<file path="src/rtl/memory_stage_sequencer.sv">
// -----------------------------------------------------------------------------
// memory_stage_sequencer
//
// Purpose: pipeline memory stage in front of memoryController. It takes one
// operation at a time from the execute stage, checks its alignment and length,
// and drives the controller's request strobes for the right number of cycles.
// It then returns a one-cycle writeback pulse to the register-file stage.
//
// Ports:
//   clk, reset            - clock; synchronous active-high reset
//   exValid / exReady     - execute-stage handshake (exReady is combinational)
//   exAddress, exData,
//   exLength, exLoad,
//   exStore, exUnsigned,
//   exRd                  - operation fields, captured on the accept edge
//   addressIn, dataWriteIn,
//   length, loadIn,
//   storeIn, loadUnsighed - request to memoryController
//   dataReadOut           - load data returned by memoryController
//   wbValid, wbRd,
//   wbData, wbFault       - registered writeback pulse
// -----------------------------------------------------------------------------
module memory_stage_sequencer #(
  parameter int DATA_WIDTH     = 32,
  parameter int REG_ADDR_WIDTH = 5,
  parameter int LOAD_LATENCY   = 2
) (
  input  logic                      clk,
  input  logic                      reset,
  input  logic                      exValid,
  output logic                      exReady,
  input  logic [DATA_WIDTH-1:0]     exAddress,
  input  logic [DATA_WIDTH-1:0]     exData,
  input  logic [DATA_WIDTH-1:0]     exLength,
  input  logic                      exLoad,
  input  logic                      exStore,
  input  logic                      exUnsigned,
  input  logic [REG_ADDR_WIDTH-1:0] exRd,
  output logic [DATA_WIDTH-1:0]     addressIn,
  output logic [DATA_WIDTH-1:0]     dataWriteIn,
  output logic [DATA_WIDTH-1:0]     length,
  output logic                      loadIn,
  output logic                      storeIn,
  output logic                      loadUnsighed,
  input  logic [DATA_WIDTH-1:0]     dataReadOut,
  output logic                      wbValid,
  output logic [REG_ADDR_WIDTH-1:0] wbRd,
  output logic [DATA_WIDTH-1:0]     wbData,
  output logic                      wbFault
);

  localparam logic [1:0] S_IDLE  = 2'd0;
  localparam logic [1:0] S_STORE = 2'd1;
  localparam logic [1:0] S_LOAD  = 2'd2;

  // Counter value on the final LOAD cycle (counter starts at 0).
  localparam logic [3:0] LAST_CNT = 4'(LOAD_LATENCY - 1);

  localparam logic [DATA_WIDTH-1:0] LEN_1 = DATA_WIDTH'(1);
  localparam logic [DATA_WIDTH-1:0] LEN_2 = DATA_WIDTH'(2);
  localparam logic [DATA_WIDTH-1:0] LEN_4 = DATA_WIDTH'(4);

  localparam logic [REG_ADDR_WIDTH-1:0] RD_ZERO = {REG_ADDR_WIDTH{1'b0}};
  localparam logic [DATA_WIDTH-1:0]     D_ZERO  = {DATA_WIDTH{1'b0}};

  logic [1:0]                state_q, state_d;
  logic [3:0]                cnt_q, cnt_d;
  logic [DATA_WIDTH-1:0]     addr_q, addr_d;
  logic [DATA_WIDTH-1:0]     wdata_q, wdata_d;
  logic [DATA_WIDTH-1:0]     len_q, len_d;
  logic                      uns_q, uns_d;
  logic [REG_ADDR_WIDTH-1:0] rd_q, rd_d;
  logic                      wb_valid_q, wb_valid_d;
  logic [REG_ADDR_WIDTH-1:0] wb_rd_q, wb_rd_d;
  logic [DATA_WIDTH-1:0]     wb_data_q, wb_data_d;
  logic                      wb_fault_q, wb_fault_d;

  logic accept_s;
  logic len_bad_s;
  logic misalign_s;
  logic fault_s;

  assign exReady  = (state_q == S_IDLE) && !reset;
  assign accept_s = exValid && exReady;

  // Fault classification is done on the live inputs at the accept edge so the
  // fault/pass-through writeback can be issued the very next cycle.
  assign len_bad_s  = (exLength != LEN_1) && (exLength != LEN_2) && (exLength != LEN_4);
  assign misalign_s = ((exLength == LEN_2) && exAddress[0]) ||
                      ((exLength == LEN_4) && (exAddress[1:0] != 2'b00));
  assign fault_s    = (exLoad && exStore) || len_bad_s || misalign_s;

  // Next-state, capture and writeback logic.
  always_comb begin
    state_d    = state_q;
    cnt_d      = cnt_q;
    addr_d     = addr_q;
    wdata_d    = wdata_q;
    len_d      = len_q;
    uns_d      = uns_q;
    rd_d       = rd_q;
    wb_valid_d = 1'b0;
    wb_rd_d    = wb_rd_q;
    wb_data_d  = wb_data_q;
    wb_fault_d = wb_fault_q;

    case (state_q)
      S_IDLE: begin
        if (accept_s) begin
          addr_d  = exAddress;
          wdata_d = exData;
          len_d   = exLength;
          uns_d   = exUnsigned;
          rd_d    = exRd;
          cnt_d   = 4'd0;
          if (fault_s) begin
            wb_valid_d = 1'b1;
            wb_fault_d = 1'b1;
            wb_rd_d    = RD_ZERO;
            wb_data_d  = exAddress;
          end else if (!exLoad && !exStore) begin
            wb_valid_d = 1'b1;
            wb_fault_d = 1'b0;
            wb_rd_d    = exRd;
            wb_data_d  = exData;
          end else if (exStore) begin
            state_d = S_STORE;
          end else begin
            state_d = S_LOAD;
          end
        end else begin
          state_d = S_IDLE;
        end
      end
      S_STORE: begin
        state_d    = S_IDLE;
        wb_valid_d = 1'b1;
        wb_fault_d = 1'b0;
        wb_rd_d    = RD_ZERO;
        wb_data_d  = wdata_q;
      end
      S_LOAD: begin
        if (cnt_q == LAST_CNT) begin
          state_d    = S_IDLE;
          cnt_d      = 4'd0;
          wb_valid_d = 1'b1;
          wb_fault_d = 1'b0;
          wb_rd_d    = rd_q;
          wb_data_d  = dataReadOut;
        end else begin
          cnt_d = cnt_q + 4'd1;
        end
      end
      default: begin
        state_d = S_IDLE;
        cnt_d   = 4'd0;
      end
    endcase
  end

  // State and output registers; reset aborts any operation in flight.
  always_ff @(posedge clk) begin
    if (reset) begin
      state_q    <= S_IDLE;
      cnt_q      <= 4'd0;
      addr_q     <= D_ZERO;
      wdata_q    <= D_ZERO;
      len_q      <= D_ZERO;
      uns_q      <= 1'b0;
      rd_q       <= RD_ZERO;
      wb_valid_q <= 1'b0;
      wb_rd_q    <= RD_ZERO;
      wb_data_q  <= D_ZERO;
      wb_fault_q <= 1'b0;
    end else begin
      state_q    <= state_d;
      cnt_q      <= cnt_d;
      addr_q     <= addr_d;
      wdata_q    <= wdata_d;
      len_q      <= len_d;
      uns_q      <= uns_d;
      rd_q       <= rd_d;
      wb_valid_q <= wb_valid_d;
      wb_rd_q    <= wb_rd_d;
      wb_data_q  <= wb_data_d;
      wb_fault_q <= wb_fault_d;
    end
  end

  assign addressIn    = addr_q;
  assign dataWriteIn  = wdata_q;
  assign length       = len_q;
  assign loadUnsighed = uns_q;
  assign loadIn       = (state_q == S_LOAD);
  assign storeIn      = (state_q == S_STORE);
  assign wbValid      = wb_valid_q;
  assign wbRd         = wb_rd_q;
  assign wbData       = wb_data_q;
  assign wbFault      = wb_fault_q;

endmodule

</file>
<file path="config.mk">
export PLATFORM = sky130hd
export DESIGN_NAME = memory_stage_sequencer
export DESIGN_NICKNAME = d
export VERILOG_FILES = /design/src/rtl/memory_stage_sequencer.sv
export SDC_FILE = /design/constraint.sdc
export NUM_CORES = 1
export LEC_CHECK = 0
export BUFFER_PORTS_ARGS = -buffer_cell sky130_fd_sc_hd__buf_2
export CORE_ASPECT_RATIO = 0.5
export CORE_MARGIN = 3
export CORE_UTILIZATION = 53
export CTS_BUF_LIST = sky130_fd_sc_hd__clkbuf_4
export DETAILED_ROUTE_END_ITERATION = 10
export PLACE_DENSITY = 0.94
export SETUP_SLACK_MARGIN = 0.15
export SLEW_MARGIN = 20
export SYNTH_ARGS = -nofsm -noshare
export SYNTH_HDL_FRONTEND = slang
export SYNTH_SLANG_ARGS = --single-unit
export TNS_END_PERCENT = 10
</file>
<file path="constraint.sdc">
create_clock -name clk -period 3.6 [get_ports clk]
set_input_delay 0.18 -clock clk [delete_from_list [all_inputs] [get_ports clk]]
set_output_delay 0.18 -clock clk [all_outputs]
set_load 0.01 [all_outputs]
</file>
==> results of run 1 <==
## metal layers
layer	track usage [%]	vias up	share of wire, %	wire length [µm]
li1	-	3495	-	-
met1	42.1	3657	36	9080
met2	60.8	669	48	12100
met3	10.4	154	11	2900
met4	20.0	0	5.2	1310
met5	0	-	0	0
## cell families after synthesis
logic type,share of synthesized area (%)
adder cells (fa/ha/maj),1.17
AO/OA/AOI/OAI,14.8
AND/OR/NAND/NOR,33.7
flip-flops,45.7
buffers and inverters,4.51
XOR/XNOR,0.136
## worst max-delay path, cell delays in order
cell,delay [ps]
dlygate4sd3_1,550
buf_2,140
nor4_1,390
nand4_1,250
a2111oi_4,460
buf_4,680
nor2b_1,440
a221oi_1,200
nor3_1,210
## worst max-delay path by stage
stage                       startpoint                 endpoint  slack [ps]  cells past startpoint
4_1_cts                    exLength[3]     wbRd[3]$_SDFFE_PP0P_         870                      9
6_report                  exLength[31]     wbRd[0]$_SDFFE_PP0P_         550                      9
5_1_grt                   exLength[24]     wbRd[0]$_SDFFE_PP0P_         520                      9
3_5_place_dp               exLength[3]     wbRd[3]$_SDFFE_PP0P_         830                      8
2_1_floorplan  state_q[0]$_SDFFE_PP0P_  wbData[10]$_SDFFE_PP0P_        1420                      9
3_3_place_gp               exLength[3]     wbRd[3]$_SDFFE_PP0P_         910                      8
## through the flow
stage	worst slack (ps)	instance area (µm²)	utilization (%)
2_1_floorplan	1420	6440	-
3_3_place_gp	910	7860	68.8
3_5_place_dp	830	7860	68.8
4_1_cts	870	9260	81.1
5_1_grt	522	9290	81.4
6_report	551	9290	81.4
## placed cells by master (no fill, tap or decap), types with 32 or more instances in the layout
| cell | n |
|---|---|
| nand2_1 | 237 |
| dlygate4sd3_1 | 113 |
| a21oi_1 | 37 |
| nor3_1 | 42 |
| dfxtp_1 | 147 |
| nor2_1 | 47 |
| buf_2 | 277 |
| nand3b_1 | 102 |
| a32o_1 | 32 |
| a22oi_1 | 33 |
## final cells by class
type	instances	area, µm²
sequential	147	2940
antenna	2	5.00
fill	685	2130
clock buffer	18	135
clock inverter	13	138
inverter	7	26.3
tap	159	199
multi-input combinational	581	3230
timing repair buffer	399	2610
## power groups by stage
stage | Sequential (mW) | Combinational [mW] | Clock (mW)
floorplan | 1.87 | 0.195 | 0
global placement | 1.82 | 0.481 | 0
detailed placement | 1.83 | 0.495 | 0
CTS | 1.79 | 0.592 | 1.04
global route | 1.81 | 0.668 | 1.13
finish | 1.80 | 0.625 | 1.05
## registers in the layout (all words and copies together) (netlist names)
register and flops:
dataWriteIn 32, cnt_q 4, wbFault 1, length 32
addressIn 32, rd_q 5, wbValid 1, wbRd 5
loadUnsighed 1, wbData 32, state_q 2
==> summary.txt, run 1 <==
Worst reg2reg endpoint: wbData[7]$_SDFFE_PP0P_
Crit Path Max Fanout: 71
CTS Root Cell: clkbuf_4
Setup violations, final: 0
Syn-to-layout area delta: 44.2%
Crit path kind: in2reg
Total Power: 3.47 mW
Main synth FF type: dfxtp_1
Max Cap Violations: 0
Clk slew on worst S/H paths: 140 ps
Placed cells: 1179
DRT Pass-1 Iters: 11
Internal power: 2.45 mW
RSZ-0062 raised after global routing: false
Die Wd: 162 µm
Die Ht: 84.0 µm
Number of DRC markers in iteration 0: 1215
WHS Endpoint: wbData[0]$_SDFFE_PP0P_
Layout cells sized above 1: 27.7%
Vias per inst: 6.01
CTS sink cnt: 147
Worst Setup End Kind: register
CP required: 4060 ps
R2R Path Start: cnt_q[0]$_SDFFE_PP0P_
Worst r2r path cells: 8
Synth top area share: 45.7%
Syn_nets: 948
Synth area leaders: dfxtp_1 46%, nand2_1 14%, nand3b_1 12%
Status: finished with violations
Worst hold slack: 35.2 ps
H-Tree Depth: 4
Mean Syn Cell Area: 8.02 µm²
Tcrit/Tclk final: 84.7%
CTS tree: yes
Std cell rows: 27
Async S/R FF share, synth: 0%
FMAX: 0.328 GHz
Cells after Synth: 803
Post-synth top area cell: dfxtp_1
Sequential area share after synthesis: 45.7%
Max Transition Viols Final: 0
Clk_lat worst skew: 530 ps
Wirelength, routed: 25400 µm
Postcts setup bufs: 0
Fin crit period: 3050 ps
Clock Path Buffers: 2
CTS Hold Buffers Added: 113
Hold Crit Depth: 4
Post-CTS sizing: 0
Final hold vios: 0
Starting density of the core: 56.4%
PortBufs: 277
First-pass GRT wire length: 40000 µm
Fin nets: 1298
Comb power frac: 18.0%
Sw frac: 29.5%
Total GRT Usage: 36.3%
Vias: 7975
Max-slew headroom at the worst pin: 32.4%
WP data arrival: 3510 ps
Hold Path Class: in2reg
Setup TNS: 0 ps
Vias in the first global route: 7840
Leak Pwr: 4.43 nW
Most common cell in the synthesized netlist: nand2_1
Core Footprint: 11400 µm²
YS warnings: 0
Net Sw Power: 1.02 mW
Worst-Margin Slew: 1010 ps
Cell Count, Final, Fillers Out: 1326
Synth cell types: 38
Cell Area, Synth: 6440 µm²
EDFF count, synth: 0
DRC: 1
Register bit count reported by yosys: 147
Die ar.: 13600 µm²
Antenna violations before repair: 2
Dpl hpwl: 14100 µm
GRT overflow: 0
Final ANT Viol Nets: 0
Ports: 278
Clock share of power: 30.1%
Routability cong.: 0.891
Clock skew: 20.4 ps
Pwr/cell area: 373 nW/µm²
Failing checks: design-rule violations
Top cells by count, synth: 237 x nand2_1, 147 x dfxtp_1, 102 x nand3b_1
Wire length per cell: 19.2 µm
Peak VDD IR: 0.000234 V
CTS buffer count: 17
Hold Path Origin: dataReadOut[0]
Sequential group share of total power: 51.9%
Reg2reg setup slack: 830 ps
Largest net degree at the start of global routing: 120
CP startpoint kind: primary input
(Power assumes the default switching activity.)
==> inputs of run 2 (changes only) <==
Settings changed: CORE_UTILIZATION 53 to 49, PLACE_DENSITY 0.94 to 0.88.
Clock period 3.6 ns to 2.9 ns, I/O delays scaled along.
==> summary.txt, run 2 (synthesis results as in run 1) <==
Status: finished clean
CP required: 3350 ps
Core Footprint: 12300 µm²
Antenna violations before repair: 0
RSZ-0062 raised after global routing: false
Max-slew headroom at the worst pin: 32.3%
Post-CTS sizing: 0
M2 GR Usage: 56.3%
Met3 usage: 7.34%
Crit Path Max Fanout: 35
Worst hold slack: 56.7 ps
Clock Path Buffers: 2
Std cell rows: 28
# fillers: 828
Fin nets: 1325
Wire length per cell: 18.3 µm
Clock skew: 19.2 ps
Finished Cell Area: 9520 µm²
Layout cells sized above 1: 27.6%
Vias: 7798
CP startpoint kind: primary input
Commonest non-fill, non-tap cell in the layout: buf_2
DRC: 0
Total GRT Usage: 33.1%
CTS Root Cell: clkbuf_4
Crit path kind: in2reg
Vias per inst: 5.74
Clk slew on worst S/H paths: 130 ps
DRT Pass-1 Iters: 5
Largest net degree at the start of global routing: 120
Setup violations, final: 0
Setup ws final: 241 ps
Die ar.: 14600 µm²
Placed Area: 7910 µm²
Final ANT Viol Nets: 0
Pwr/cell area: 447 nW/µm²
Hold Path Class: in2reg
Pre-CTS setup slack: 343 ps
Leak Pwr: 4.55 nW
Routability cong.: 0.880
Fin crit period: 2660 ps
H-Tree Depth: 4
Total Power: 4.25 mW
GRT Max-Usage Layer: met2
GRT overflow: 0
Peak VDD IR: 0.000245 V
Worst-Margin Slew: 1020 ps
CTS tree: yes
Wirelength, routed: 24900 µm
Die Ht: 87.1 µm
Tcrit/Tclk final: 91.7%
Max Transition Viols Final: 0
Vias in the first global route: 7696
Max Cap Violations: 0
Setup TNS: 0 ps
Met1 Resource Use GR: 39.5%
CTS sink cnt: 147
Starting density of the core: 52.2%
Number of DRC markers in iteration 0: 777
Die Wd: 168 µm
Ports: 278
Most frequent cells in the layout: 277 x buf_2, 237 x nand2_1, 147 x dfxtp_1
WP data arrival: 3110 ps
Final hold vios: 0
Syn-to-layout area delta: 47.9%
FMAX: 0.376 GHz
PortBufs: 277
Worst Setup End Kind: register
CTS buffer count: 17
Dpl hpwl: 14300 µm
Clk_lat worst skew: 520 ps
First-pass GRT wire length: 39400 µm
run 2: cell type report:
type / count / area [µm²] / share of cell area, %
Timing Repair Buffer: 426 / 2850 / 30.0
Inverter: 7 / 26.3 / 0.276
Antenna cell: 1 / 2.50 / 0.0263
Tap cell: 165 / 206 / 2.17
Clock buffer: 17 / 128 / 1.34
Multi-Input combinational cell: 581 / 3230 / 33.9
Clock inverter: 15 / 133 / 1.39
Sequential cell: 147 / 2940 / 30.9
run 2: metrics by stage:
stage | cells | utilization (%)
floorplan | 803 | -
global placement | 1191 | 64.2
detailed placement | 1191 | 64.2
CTS | 1357 | 77.2
global route | 1358 | 77.2
finish | 1359 | 77.2
run 2: power by group:
group / internal, mW / switching, mW
combinational: 0.391 / 0.398
sequential: 2.15 / 0.0844
clock: 0.431 / 0.801
run 2: timing repair:
action                                 CTS  global route
hold buffers                           134             0
buffers inserted                         0             1
endpoints found under the hold margin  139             0
setup endpoints to repair                0            13
run 2: worst paths after layout:
check	startpoint	end	slack [ps]	cells past startpoint
worst max-delay path	exLength[20]	wbData[6]$_SDFFE_PP0P_	240	10
worst min-delay path	dataReadOut[28]	wbData[28]$_SDFFE_PP0P_	60	4
worst max register to register	cnt_q[0]$_SDFFE_PP0P_	wbData[4]$_SDFFE_PP0P_	320	8
worst min register to register	wbData[3]$_SDFFE_PP0P_	wbData[3]$_SDFFE_PP0P_	480	1
run 2: metal layers:
metal | wire, µm | share of wire [%] | vias up
met3 | 2510 | 10 | 128
met4 | 1230 | 5.0 | 0
met5 | 0 | 0 | -
met2 | 11800 | 47 | 569
met1 | 9340 | 38 | 3563
li1 | - | - | 3538
run 2: critical path, stage by stage:
cell,delay [ps]
dlygate4sd3_1,560
buf_2,140
nor4_1,430
nand4_1,240
a2111oi_4,360
buf_4,220
buf_4,390
nor3_1,130
a21oi_1,240
a32o_1,250
==> inputs of run 3 (changes only) <==
Settings changed: CORE_UTILIZATION 49 to 48, CTS_BUF_LIST sky130_fd_sc_hd__clkbuf_4 to default, PLACE_DENSITY 0.88 to 0.8.
==> summary.txt, run 3 (synthesis results as in run 1) <==
Fin crit period: 2610 ps
FMAX: 0.382 GHz
Crit Path Max Fanout: 32
Wirelength, routed: 23200 µm
WP data arrival: 2960 ps
H-Tree Depth: 4
Total Power: 5.19 mW
# diodes: 0
Postcts setup bufs: 0
CP required: 3240 ps
Most common cell on crit path: buf_4
Starting density of the core: 50.0%
Std cell rows: 29
Wire length per cell: 17.5 µm
PortBufs: 277
Worst Setup End Kind: register
Worst hold slack: 1.28 ps
Total GRT Usage: 30.4%
Clk_lat worst skew: 410 ps
Clock skew: 10.5 ps
CP Cell Sequence: dlygate4sd3_1 -> buf_2 -> nor4_1 -> nand4_1 -> a2111oi_4 -> buf_4 -> a21boi_1 -> nor2_2 -> buf_4 -> a32o_1
Max incr delay on CP: 530 ps
Leak Pwr: 4.54 nW
Routability cong.: 0.850
Pwr/cell area: 545 nW/µm²
CTS Root Cell: clkbuf_16
DRT Pass-1 Iters: 6
Reg2reg setup slack: 480 ps
Largest net degree at the start of global routing: 120
Layout cells sized above 1: 28.4%
Crit path max-delay family: buffers and inverters
Number of DRC markers in iteration 0: 631
Syn-to-layout area delta: 47.6%
Dpl hpwl: 13900 µm
First-pass GRT wire length: 36500 µm
Setup TNS: 0 ps
Commonest non-fill, non-tap cell in the layout: buf_2
Most frequent cells in the layout: 277 x buf_2, 237 x nand2_1, 147 x dfxtp_1
Fin nets: 1288
Buf/Inv on CP: 4
Vias in the first global route: 7407
Worst-Margin Slew: 1030 ps
Max Cap Violations: 0
Setup ws final: 285 ps
CTS buffer count: 17
Peak VDD IR: 0.000397 V
Ports: 278
Cell Count, Final, Fillers Out: 1325
Final ANT Viol Nets: 0
Die Wd: 170 µm
Crit path kind: in2reg
Vias: 7551
Clock Path Buffers: 2
Pre-CTS setup slack: 531 ps
Vias per inst: 5.70
CTS tree: yes
Max Transition Viols Final: 0
Core Footprint: 12900 µm²
Hold Path Class: in2reg
CP max stage cell: dlygate4sd3_1
RSZ-0062 raised after global routing: false
Placed cells: 1195
DRC: 0
Max-slew headroom at the worst pin: 31.1%
CP startpoint kind: primary input
Tcrit/Tclk final: 90.2%
Status: finished clean
Antenna violations before repair: 0
Final hold vios: 0
Die ar.: 14900 µm²
Setup violations, final: 0
Die Ht: 87.9 µm
GRT overflow: 0
Clk slew on worst S/H paths: 60 ps
CTS sink cnt: 147
run 3: path summary, 6_finish.rpt:
check | from | depth (start not counted) | to
worst max-delay path | exLength[31] | 10 | wbData[6]$_SDFFE_PP0P_
worst min-delay path | exLength[3] | 3 | length[3]$_SDFFE_PP0P_
worst max register to register | cnt_q[0]$_SDFFE_PP0P_ | 8 | wbData[6]$_SDFFE_PP0P_
worst min register to register | wbData[8]$_SDFFE_PP0P_ | 1 | wbData[8]$_SDFFE_PP0P_
run 3: metal layers:
layer  share of wire [%]  routed length (µm)  GRT usage, %
met5                   0                   0             0
met4                 4.4                1030          16.5
met3                 8.9                2070          7.94
met2                  47               11000          52.0
met1                  39                9160          35.7
run 3: layout make-up:
| type | instances | area, µm² |
|---|---|---|
| clock buffers | 20 | 467 |
| flip-flops and latches | 147 | 2940 |
| repair buffers | 389 | 2500 |
| multi-input cells | 581 | 3230 |
| fillers | 930 | 3370 |
| clock inverters | 11 | 129 |
| well taps | 170 | 213 |
| inverters | 7 | 26.3 |
run 3: worst register-to-register path: cells and delay by family, from the launching register on:
kind                     cells  cell delay, ps
AO/OA/AOI/OAI                4            1340
adder cells (fa/ha/maj)      1             170
buffers and inverters        1             280
flip-flops                   1             390
AND/OR/NAND/NOR              2             120
run 3: stage by stage:
stage	area, µm²	utilization [%]
global placement	7920	61.5
CTS	9510	73.8
global route	9510	73.8
finish	9510	73.8
floorplan	6440	-
detailed placement	7920	61.5
run 3: what timing repair did:
action                    4_1_cts  5_1_grt
resized for setup               0        0
hold endpoints to repair       99        0
hold buffers                   99        0
run 3: where the power goes:
group / internal [mW] / total [mW] / switching [mW]
Clock: 1.33 / 2.21 / 0.877
Sequential: 2.15 / 2.23 / 0.0778
Combinational: 0.361 / 0.746 / 0.385
Total: 3.85 / 5.19 / 1.34
